==> config.mk <==
export PLATFORM = sky130hd
export DESIGN_NAME = ppm_stream_correlator
export DESIGN_NICKNAME = d
export VERILOG_FILES = /design/src/rtl/ppm_stream_correlator.sv
export SDC_FILE = /design/constraint.sdc
export NUM_CORES = 1
export LEC_CHECK = 0
export CORE_MARGIN = 2
export CORE_UTILIZATION = 55
export CTS_CLUSTER_DIAMETER = 200
export DETAILED_ROUTE_END_ITERATION = 7
export HOLD_SLACK_MARGIN = 0.06
export PLACE_DENSITY = 0.74
export SETUP_SLACK_MARGIN = 0.4
export SYNTH_ARGS = -nofsm -noshare
export SYNTH_HDL_FRONTEND = slang
export SYNTH_SLANG_ARGS = --single-unit
==> constraint.sdc <==
create_clock -name clk -period 7.15 [get_ports clk]
set_input_delay 0.715 -clock clk [delete_from_list [all_inputs] [get_ports clk]]
set_output_delay 0.715 -clock clk [all_outputs]
set_load 0.01 [all_outputs]
==> src/rtl/ppm_stream_correlator.sv <==
// -----------------------------------------------------------------------------
// ppm_stream_correlator
//
// Streaming multi-frame PPM correlator. Serial chips (one slot per accepted
// beat) are summed per slot over NUM_FRAMES consecutive PPM frames in a
// saturating accumulator bank. During the final frame a running maximum
// tracks the winning slot; when slot M-1 of the final frame is accepted the
// winner is registered into a ready/valid result holding slot.
//
// Ports
//   clk             sole clock, rising edge
//   rstb            asynchronous active-low reset
//   chip_in         chip value for the current slot (unsigned)
//   chip_valid      chip_in is accepted this cycle (input never stalls)
//   frame_sync      abort integration; next accepted chip is slot 0, frame 0
//   corr_threshold  minimum integrated peak, sampled on the decision cycle
//   out_ready       downstream accepts the held result
//   out_valid       result registers hold a valid decision
//   symbol          winning slot index
//   peak_value      integrated value of the winning slot
//   threshold_unmet peak_value < corr_threshold
//   overrun         one-cycle pulse: a decision was dropped (output occupied)
// -----------------------------------------------------------------------------
module ppm_stream_correlator #(
  parameter int PPM_ORDER  = 4,
  parameter int CHIP_BITS  = 3,
  parameter int NUM_FRAMES = 1,
  parameter int ACC_BITS   = CHIP_BITS + $clog2(NUM_FRAMES + 1)
) (
  input  logic                 clk,
  input  logic                 rstb,
  input  logic [CHIP_BITS-1:0] chip_in,
  input  logic                 chip_valid,
  input  logic                 frame_sync,
  input  logic [ACC_BITS-1:0]  corr_threshold,
  input  logic                 out_ready,
  output logic                 out_valid,
  output logic [PPM_ORDER-1:0] symbol,
  output logic [ACC_BITS-1:0]  peak_value,
  output logic                 threshold_unmet,
  output logic                 overrun
);

  localparam int M    = 1 << PPM_ORDER;
  localparam int FC_W = (NUM_FRAMES > 1) ? $clog2(NUM_FRAMES) : 1;
  localparam logic [PPM_ORDER-1:0] SLOT_MAX   = '1;
  localparam logic [FC_W-1:0]      FRAME_LAST = FC_W'(NUM_FRAMES - 1);

  // The integration phase is a pure decode of the frame counter.
  typedef enum logic {ACCUM, DECIDE} state_e;

  // Registers
  logic [PPM_ORDER-1:0] r_slot_cnt;
  logic [FC_W-1:0]      r_frame_cnt;
  logic [ACC_BITS-1:0]  r_max_val;
  logic [PPM_ORDER-1:0] r_max_slot;
  logic [ACC_BITS-1:0]  r_acc [M];
  logic                 r_out_valid;
  logic [PPM_ORDER-1:0] r_symbol;
  logic [ACC_BITS-1:0]  r_peak;
  logic                 r_unmet;
  logic                 r_overrun;

  // Combinational datapath
  logic [PPM_ORDER-1:0] w_slot_eff;
  logic [FC_W-1:0]      w_frame_eff;
  state_e               w_state;
  logic [ACC_BITS:0]    w_sum;
  logic [ACC_BITS-1:0]  w_sat;
  logic [ACC_BITS-1:0]  w_acc_new;
  logic                 w_take;
  logic [ACC_BITS-1:0]  w_win_val;
  logic [PPM_ORDER-1:0] w_win_slot;
  logic                 w_decision;
  logic                 w_load;

  // NOTE: combinational logic uses blocking '=' with every output assigned on
  // every path, so no latch can be inferred; clocked state below uses '<='.
  always_comb begin
    // frame_sync forces the current beat (if any) to slot 0, frame 0.
    w_slot_eff  = frame_sync ? '0 : r_slot_cnt;
    w_frame_eff = frame_sync ? '0 : r_frame_cnt;
    w_state     = (w_frame_eff == FRAME_LAST) ? DECIDE : ACCUM;

    // Saturating add; frame 0 overwrites so no clear cycle is needed.
    w_sum     = {1'b0, r_acc[w_slot_eff]} + (ACC_BITS + 1)'(chip_in);
    w_sat     = w_sum[ACC_BITS] ? '1 : w_sum[ACC_BITS-1:0];
    w_acc_new = (w_frame_eff == '0) ? ACC_BITS'(chip_in) : w_sat;

    // Slot 0 seeds the max unconditionally; strict '>' keeps the lowest
    // index on ties.
    w_take     = (w_slot_eff == '0) || (w_acc_new > r_max_val);
    w_win_val  = w_take ? w_acc_new  : r_max_val;
    w_win_slot = w_take ? w_slot_eff : r_max_slot;

    w_decision = chip_valid && (w_state == DECIDE) && (w_slot_eff == SLOT_MAX);
    // The result slot is free if empty or being drained this same cycle.
    w_load     = w_decision && (!r_out_valid || out_ready);
  end

  // Slot / frame counters: advance only on accepted chips.
  always_ff @(posedge clk or negedge rstb) begin
    if (!rstb) begin
      r_slot_cnt  <= '0;
      r_frame_cnt <= '0;
    end else if (chip_valid) begin
      r_slot_cnt <= w_slot_eff + PPM_ORDER'(1);
      if (w_slot_eff == SLOT_MAX) begin
        r_frame_cnt <= (w_frame_eff == FRAME_LAST) ? '0 : w_frame_eff + FC_W'(1);
      end else begin
        r_frame_cnt <= w_frame_eff;
      end
    end else if (frame_sync) begin
      r_slot_cnt  <= '0;
      r_frame_cnt <= '0;
    end
  end

  // Running maximum, only meaningful during the final frame.
  always_ff @(posedge clk or negedge rstb) begin
    if (!rstb) begin
      r_max_val  <= '0;
      r_max_slot <= '0;
    end else if (chip_valid && (w_state == DECIDE)) begin
      r_max_val  <= w_win_val;
      r_max_slot <= w_win_slot;
    end else if (frame_sync) begin
      r_max_val  <= '0;
      r_max_slot <= '0;
    end
  end

  // NOTE: the accumulator bank has no reset; every entry is overwritten in
  // frame 0 before it is read as a partial sum, so a reset would only add
  // routing to a RAM-like structure.
  always_ff @(posedge clk) begin
    if (chip_valid) begin
      r_acc[w_slot_eff] <= w_acc_new;
    end
  end

  // Result holding registers with ready/valid handshake and overrun pulse.
  always_ff @(posedge clk or negedge rstb) begin
    if (!rstb) begin
      r_out_valid <= 1'b0;
      r_symbol    <= '0;
      r_peak      <= '0;
      r_unmet     <= 1'b1;
      r_overrun   <= 1'b0;
    end else begin
      r_overrun <= w_decision && !w_load;
      if (w_load) begin
        r_out_valid <= 1'b1;
        r_symbol    <= w_win_slot;
        r_peak      <= w_win_val;
        r_unmet     <= (w_win_val < corr_threshold);
      end else if (r_out_valid && out_ready) begin
        r_out_valid <= 1'b0;
      end
    end
  end

  assign out_valid       = r_out_valid;
  assign symbol          = r_symbol;
  assign peak_value      = r_peak;
  assign threshold_unmet = r_unmet;
  assign overrun         = r_overrun;

endmodule

==> results <==
- The area of the mapped netlist is between 4000 and 5000 µm².
- Relative to the synthesized area, the layout overhead comes to 12.0%.
- For this design, the sink count on the clock tree is 88.
- After detailed routing, the number of remaining DRC violations is 0.
- The CTS clock-pin slew for the worst setup and hold paths is around 0.09 ns.
- Of the total power, combinational logic draws 0.149.
- The initial utilization of the core area, before any placement, comes to 0.570.
- In this run, post-CTS repair resized a total of 0 instances.
- Synthesis produced roughly 350 cells.
- Of the available clock period, the critical path in the final layout requires 0.878.
- Across all layers, the routed design uses between 2,000 and 3,000 vias.
- The placeable core region is 7290 µm².
- STA classifies the critical path endpoint as a register.
- Counting flops and latches in the post-synthesis netlist gives 88.
- Among cell families on the critical path, the largest total delay comes from compound AO/OA/AOI/OAI gates.
- The routed wire length is roughly 8900 µm.
- The summed negative setup slack over all endpoints is 0 ns.
- The first detailed-routing pass took 6 iterations.
- The largest fanout on the critical path is 29.
- The worst slew slack as a fraction of its limit is 0.303.
- Derived from the worst setup path, the maximum achievable clock frequency is approximately 160 MHz.
- After detailed routing, the average wire length per cell comes to roughly 19 µm.
- The chip height is 90.9 µm.
- The first routing iteration left 301 violations.
- The worst setup path is of the input port to register kind.
- STA classifies the critical path startpoint as an input port.
- The cell with the largest stage delay on the worst path is clkdlybuf4s50_1.
- Counting both buffers and inverters, the worst setup path holds a total of 3.
- The power per standard cell area is 230 nW/µm².
- The number of buffers on the longest clock path is 2.
- Summing all placed instances gives a cell area of around 4400 µm².
- The number of buffers inserted during clock tree synthesis is 9.
- The total number of H-tree levels is 3.
- The analysis attributes to cell leakage a power of roughly 1.7 nW.
- The final count of hold timing violations is 0.
- The total overflow left after global routing is 0.
- The post-CTS setup-driven buffer insertion count is 0.
- The post-layout minimum cycle time is around 6.3 ns.
- Setup repair after global routing left no endpoint under its margin.
- Using the TritonRoute via totals, the vias-per-cell ratio works out to 6.07.
- Leaving out fill and tap cells, the most frequent cells in the layout are edfxtp_1, nand2_1, nor2_1, dfrtp_1, clkdlybuf4s50_1.
- The die outline width is approximately 91 µm.
- At the pin with the least slew margin, the transition time is between 1 and 1.5 ns.
- Data on the critical path arrives at its endpoint at 6.56 ns.
- The routed length on met1 is 3650 µm.
- The mean instance size in the synthesized netlist is 12.0 µm².
- The master cell of the clock root buffer is clkbuf_8.
- The layout net count is 395.
- The total of buffers placed on input and output ports is 22.
- In the global route stage, overall resource usage came out at 0.227.
- The clock share of power is 0.323.
- The biggest cell delay along the critical path is approximately 0.53 ns.
- The number of antenna violations at the first check in global routing is 0.
- The count of hold-fix buffers inserted at cts is 0.
- Counting tap cells, the placed design contains a total of 456 instances.
- The total length of routed met3 wires is between 700 and 800 µm.
- The final weighted congestion of routability-driven global placement is slightly above 0.9.
- Once detail routing completed, the nets flagged for antenna violations numbered 0.
- The design area is about 4700 µm².
- Entering global routing, the biggest net connects 37 pins.
- After floorplanning, the core was divided into 31 placement rows.
- Once detailed placement completed, the half-perimeter wirelength came to a little over 6000 µm.
- The global-route wire length before repair is 14,300 µm.
- The share of cells above drive strength 1 is 0.118.
- The minimum hold slack is approximately 0.48 ns.
- The final-report setup violation count is 0.
- At the end of the flow the core is filled with cells to 0.638.
- In this run the worst hold path is classified as register to register.
- The sequential share of power is 0.528.
- Summed over all nets, wire length on met2 after detailed routing comes to 4210 µm.
- When the netlist entered floorplanning its net count stood at approximately 370.
- The clock skew is between 0.007 and 0.008 ns.
- The later pin in the worst-skew pair is clocked with a latency of roughly 0.36 ns.
- The synthesis warning total is 0.
- The die footprint is 8270 µm².
- The net switching power figure is between 0.2 and 0.3 mW.
- The required time of the worst setup path is 7.43 ns.
- The run finished with clean final reports.
- The leading cell type in the layout, fill and taps excluded is edfxtp_1.
- TritonCTS built the clock tree.
- The sequential element share of the synthesized area is 0.607.
- Signal routing reaches up to met4.
- The number of global-route vias before repair is ~2,800.
- The internal portion of the total power is ~0.78 mW.
- The net switching share of the total power is 0.271.
- 0 antenna diodes ended up in the layout.
- The count of final max-slew check failures came to 0.
- During I/O placement, the number of pins put on the boundary was 23.
- Across the run, the number of max-cap violations was 0.
- The netlist uses 50 different library cells.
- Excluding fillers, the count of instances in the completed layout stands at between 400 and 500.
- The worst supply voltage drop on vdd is 0.170 mV.
-- worst min-delay path, cell delays in order (launching register included) --
cell	delay, ns
dfrtp_1	0.35
nand2_1	0.04
o21ai_0	0.06
-- sequential cells by signal, indices dropped and copies added, names as in the netlist --
register,flops
r_acc,64
out_valid,1
r_slot_cnt,4
overrun,1
threshold_unmet,1
r_max_val,4
r_max_slot,4
r_frame_cnt,1
peak_value,4
symbol,4
-- cells in the mapped netlist, drive strengths merged --
master / count / area, µm²
clkbuf: 3 / 11.3
or3b: 2 / 17.5
o22ai: 6 / 37.5
a2bb2oi: 2 / 17.5
nand2: 46 / 175
dfrtp: 23 / 576
and2: 2 / 12.5
a211oi: 12 / 90.1
and3: 2 / 12.5
a31oi: 12 / 75.1
nor4: 1 / 6.26
o41ai: 2 / 43.8
nand4: 2 / 12.5
a2111oi: 1 / 8.76
mux2i: 2 / 20.0
xnor2: 3 / 26.3
a21o: 4 / 30.0
nand3b: 2 / 18.8
inv: 11 / 41.3
nor3: 4 / 25.0
nand2b: 3 / 18.8
fa: 1 / 20.0
a21oi: 15 / 82.6
xor2: 1 / 8.76
o21ai: 18 / 90.1
o221ai: 3 / 26.3
o21bai: 3 / 22.5
nor2b: 17 / 114
dfstp: 1 / 26.3
o21a: 2 / 15.0
nor2: 31 / 121
edfxtp: 64 / 1920
a22oi: 3 / 22.5
a221oi: 1 / 8.76
buf: 13 / 85.1
o2bb2ai: 2 / 17.5
ha: 14 / 175
a22o: 4 / 43.8
mux2: 7 / 78.8
-- kinds of logic (layout without fill, tap and decap cells) --
kind of cell,Yosys count,count (layout),share of synthesized area
AOI/OAI and AO/OA,90,90,0.152
xor gates and xnor gates,4,4,0.00843
adders and majority gates,15,15,0.0470
buffers and inverters,27,55,0.0331
DFF,88,88,0.607
muxes,9,9,0.0238
and+or+nand+nor,112,112,0.129
-- metrics by stage --
stage / setup WS [ns] / power, mW
finish: 0.871 / 1.07
global route: 0.442 / 1.11
CTS: 0.783 / 1.07
detailed placement: 0.384 / 0.733
global placement: 0.687 / 0.730
floorplan: 1.46 / 0.690
-- worst paths after layout --
check,start,endpoint,slack [ns],depth (start not counted)
max,frame_sync,threshold_unmet$_DFFE_PN1P_,0.87,25
min,symbol[1]$_DFFE_PN0P_,symbol[1]$_DFFE_PN0P_,0.48,2
max reg2reg,r_slot_cnt[1]$_DFF_PN0_,threshold_unmet$_DFFE_PN1P_,0.96,25
min reg2reg,symbol[1]$_DFFE_PN0P_,symbol[1]$_DFFE_PN0P_,0.48,2
max in group asynchronous,rstb,r_frame_cnt$_DFF_PN0_,5.60,1
min in group asynchronous,rstb,r_max_slot[3]$_DFFE_PN0P_,0.92,1
-- power by group through the flow --
stage / clock network (mW) / logic (mW) / registers, mW
floorplan: 0 / 0.116 / 0.574
global placement: 0 / 0.152 / 0.578
finish: 0.346 / 0.160 / 0.567
global route: 0.367 / 0.178 / 0.568
detailed placement: 0 / 0.156 / 0.577
CTS: 0.350 / 0.157 / 0.566
-- layout make-up --
cell class / count / area (µm²)
clock buffers: 9 / 124
clock inverters: 7 / 77.6
fillers: 567 / 2640
inverters: 11 / 41.3
multi-input cells: 230 / 1500
flip-flops and latches: 88 / 2520
well taps: 99 / 124
repair buffers: 28 / 265
-- metal layers --
layer / global-route usage / up-vias
li1: - / 1321
met1: 0.309 / 1368
met2: 0.356 / 150
met3: 0.0498 / 26
met4: 0.0922 / 0
met5: 0 / -
Note: power is estimated with default switching activity, not from simulation.
